[src/rtl/stack_unit.sv]
// Parametrised LIFO stack with circular storage, selectable full policy, replace-top and sticky errors.
// Outputs are registered state only; push/pop/din affect outputs one edge later.
module stack_unit #(
  parameter int WIDTH = 16,
  parameter int DEPTH = 8,
  parameter int WRAP  = 0
) (
  input  logic                         clk,
  input  logic                         reset,
  input  logic                         push,
  input  logic                         pop,
  input  logic [WIDTH-1:0]             din,
  input  logic                         clr_err,
  output logic [WIDTH-1:0]             top,
  output logic                         empty,
  output logic                         full,
  output logic [$clog2(DEPTH+1)-1:0]   count,
  output logic                         overflow,
  output logic                         underflow
);

  localparam int CW = $clog2(DEPTH+1);
  localparam int PW = $clog2(DEPTH);
  localparam logic [PW-1:0] LAST  = PW'(DEPTH-1);
  localparam logic [CW-1:0] FULLC = CW'(DEPTH);

  logic [WIDTH-1:0] mem [DEPTH];
  logic [PW-1:0]    wp, wp_n, wp_inc, wp_dec, wr_idx;
  logic [CW-1:0]    cnt, cnt_n;
  logic             we, ovf_set, unf_set;

  // Pointer wraps explicitly so DEPTH need not be a power of two.
  always_comb begin
    wp_inc = (wp == LAST) ? '0 : wp + PW'(1);
    wp_dec = (wp == '0) ? LAST : wp - PW'(1);
  end

  assign empty = (cnt == '0);
  assign full  = (cnt == FULLC);
  assign count = cnt;
  assign top   = empty ? '0 : mem[wp_dec];

  always_comb begin
    wp_n    = wp;
    cnt_n   = cnt;
    we      = 1'b0;
    wr_idx  = wp;
    ovf_set = 1'b0;
    unf_set = 1'b0;
    case ({push, pop})
      2'b10: begin
        if (!full) begin
          we    = 1'b1;
          wp_n  = wp_inc;
          cnt_n = cnt + CW'(1);
        end else begin
          ovf_set = 1'b1;
          if (WRAP != 0) begin
            we   = 1'b1;
            wp_n = wp_inc;
          end
        end
      end
      2'b01: begin
        if (!empty) begin
          wp_n  = wp_dec;
          cnt_n = cnt - CW'(1);
        end else begin
          unf_set = 1'b1;
        end
      end
      2'b11: begin
        we = 1'b1;
        if (!empty) begin
          wr_idx = wp_dec;
        end else begin
          wp_n    = wp_inc;
          cnt_n   = CW'(1);
          unf_set = 1'b1;
        end
      end
      default: ;
    endcase
  end

  always_ff @(posedge clk) begin
    if (reset) begin
      wp        <= '0;
      cnt       <= '0;
      overflow  <= 1'b0;
      underflow <= 1'b0;
    end else begin
      wp        <= wp_n;
      cnt       <= cnt_n;
      overflow  <= ovf_set | (overflow & ~clr_err);
      underflow <= unf_set | (underflow & ~clr_err);
    end
  end

  // Storage is not reset; writes are simply suppressed while reset is asserted.
  always_ff @(posedge clk) begin
    if (we && !reset) mem[wr_idx] <= din;
  end

endmodule

[config.mk]
export PLATFORM = sky130hd
export DESIGN_NAME = stack_unit
export DESIGN_NICKNAME = d
export VERILOG_FILES = /design/src/rtl/stack_unit.sv
export SDC_FILE = /design/constraint.sdc
export NUM_CORES = 1
export LEC_CHECK = 0
export ABC_CLOCK_PERIOD_IN_PS = 5000
export CELL_PAD_IN_SITES_DETAIL_PLACEMENT = 0
export CELL_PAD_IN_SITES_GLOBAL_PLACEMENT = 1
export CORE_ASPECT_RATIO = 2
export CORE_MARGIN = 2
export CORE_UTILIZATION = 38
export DETAILED_ROUTE_END_ITERATION = 16
export HOLD_SLACK_MARGIN = 0.12
export PLACE_DENSITY = 0.67
export RECOVER_POWER = 100
export SLEW_MARGIN = 20
export SYNTH_ARGS = -nofsm -noshare
export SYNTH_HDL_FRONTEND = slang
export SYNTH_SLANG_ARGS = --single-unit
[constraint.sdc]
create_clock -name clk -period 5 [get_ports clk]
set_input_delay 1.5 -clock clk [delete_from_list [all_inputs] [get_ports clk]]
set_output_delay 1.5 -clock clk [all_outputs]
set_load 0.01 [all_outputs]
==> results_dict.tcl <==
set metrics [dict create \
    tritoncts "yes" \
    fp.dieW_um 90.2 \
    yosysUniqueCellTypes 47 \
    status "complete, no violations" \
    portBuffers 44 \
    power.density_nw_per_um2 440 \
    relSlewSlack_pct 28.9 \
    syn_nets 327 \
    cts.clk_slew.worst_paths_ns 0.06 \
    via_per_inst 5.22 \
    rows 63 \
    drv_cap 0 \
    hold_class "flip-flop to flip-flop" \
    grt_usage_pct 15.0 \
    syn_area_um2 5650 \
    cts_resized 0 \
    cts.sinks 137 \
    n_antenna_cell 0 \
    core_um2 14700 \
    worstSetupPathType "flip-flop to output pin" \
    critPathArrivalTime_ns 3.25 \
    timing.fmax_mhz 211 \
    cp-start-kind "flip-flop" \
    cp-end-kind "output pin" \
    crit_required_ns 3.50 \
    finalCritPeriodShare_pct 94.9 \
    post-dp-hpwl_um 6930 \
    synth_area_per_cell_um2 18.8 \
    seq_area_frac_synth_pct 71.3 \
    wl_um 11200 \
    layout.cells.non_filler 566 \
    tns_ns 0 \
    max_stage_delay_ns 0.96 \
    final_common_cell "edfxtp_1" \
    period_needed_ns 4.75 \
    worst-path-buf-inv 2 \
    clk_latency_ns 0.41 \
    cp_slowest_cell "ha_2" \
    ant_nets 0 \
    grt_pass1_wl_um 17600 \
    setup_viol 0 \
    power.leakage_nw 2.25 \
    ys_ff_latch 137 \
    synth_top_area_share_pct 68.1 \
    slew_violations 0 \
    vdd_drop_max_mv 0.330 \
    fin_util_pct 46.8 \
    clockBufferDepth 2 \
    synthTopCellsByArea "edfxtp_1, mux4_2, dfxtp_1" \
    drt-wirelength-per-cell_um 19.8 \
    rsz0062_at_grt "false" \
    hold_viol 0 \
    htreeDepth 4 \
    syn_inst 301 \
    cts-root-buf "clkbuf_16" \
    first_pass_iters 4 \
    grt_max_degree 38 \
    drc 0 \
    path_cells "inv_1 > ha_2 > mux4_2 > a22o_1 > dlygate4sd3_1" \
    drive_above_1_share_pct 20.5 \
    numCtsBuffers 17 \
    grt_pass1_vias 3071 \
    vias 2953 \
    yosys_warnings 0 \
    synth_top_area_cell "edfxtp_1" \
    cts_hold_buf 0 \
    drt_iter0_markers 154 \
    ios 45 \
    die_height_um 176 \
    syn_to_final_growth_pct 21.4 \
    gp_congestion 0.780 \
    tightest_slew_ns 1.07 \
    antenna_found_initial 0 \
    place_inst 534 \
    initial_core_util_pct 38.5 \
    mostFrequentLayoutCells "edfxtp_1, mux4_2, dlygate4sd3_1" \
    n_fill_cell 1289 \
    die_area_um2 15900 \
    post_cts_buffers 0 \
    whs_ns 0.610 \
    final_nets 384 \
    path_delay_family "adder cells" \
    overflow 0 \
    skew_ns 0.00677 \
    crit_fanout 37 \
]
metrics by stage:
| stage | total power, W | worst slack (ns) | area [um^2] |
|---|---|---|---|
| finish | 0.00302 | 0.253 | 6860 |
| global route | 0.00313 | 0.0664 | 6860 |
| CTS | 0.00307 | 0.215 | 7030 |
| detailed placement | 0.00184 | 0.691 | 6440 |
| global placement | 0.00184 | 0.748 | 6440 |
| floorplan | 0.00165 | 1.07 | 5650 |
worst min-delay path: cells and delay by family, from the launching register on:
kind / cells / cell delay (ns)
flops: 1 / 0.32
compound gates: 1 / 0.04
simple gates: 2 / 0.20
logic make-up (layout without fill, tap and decap cells):
kind of cell               after synthesis  count (layout)  share of synthesized area [%]
buffers and inverters                   24              94                           2.50
muxes                                   32              32                           12.8
xor gates and xnor gates                 1               1                          0.155
DFF                                    137             137                           71.3
AOI/OAI and AO/OA                       51              51                           6.69
and+or+nand+nor                         51              51                           5.52
adders and majority gates                5               5                           1.11
where the power goes:
group / internal, W / switching (W)
logic: 0.000233 / 0.000238
clock network: 0.000747 / 0.000484
registers: 0.00130 / 0.0000184
Yosys cell counts (all sizes together):
library cell / n
nand3: 3
nor2: 9
and3: 2
o21ba: 1
a31oi: 5
ha: 5
buf: 14
or2: 2
o211ai: 3
nand3b: 1
or3: 2
edfxtp: 128
o21a: 2
nand4: 1
nor4b: 1
clkinv: 1
a21oi: 8
o21ai: 8
or4: 2
a22o: 16
dfxtp: 9
nand2b: 3
nor2b: 4
o31ai: 1
o22a: 1
mux4: 32
o221a: 1
a221oi: 1
inv: 5
nand2: 6
clkbuf: 4
nor4: 2
a21o: 1
nor3b: 1
o22ai: 2
nor3: 12
o211a: 1
xnor2: 1
final cells by class:
cell class	instances	area, um^2	area share (%)
clock inverter	14	160	2.34
timing repair buffer	56	522	7.61
multi-input combinational	140	1450	21.2
tap	195	244	3.56
clock buffer	18	429	6.26
sequential	137	4020	58.7
inverter	6	23.8	0.347
per-layer routing:
layer / track usage, % / vias up / wire length, um
met2: 25.2 / 72 / 5820
met1: 18.9 / 1500 / 4780
met5: 0 / - / 0
li1: - / 1366 / -
met4: 5.71 / 0 / 170
met3: 3.41 / 15 / 427
path summary, 6_finish.rpt:
path / slack (ns) / from / to / depth (start not counted)
hold reg to reg: 0.61 / underflow / underflow / 3
hold / removal: 0.61 / underflow / underflow / 3
setup reg to reg: 1.19 / wp[0] / mem[5][6] / 5
setup / recovery: 0.25 / wp[0] / top[0] / 5
sequential cells by signal (all words and copies together), names as in the netlist:
register	cells
count	4
overflow	1
wp	3
underflow	1
mem	128
(Power assumes the default switching activity.)
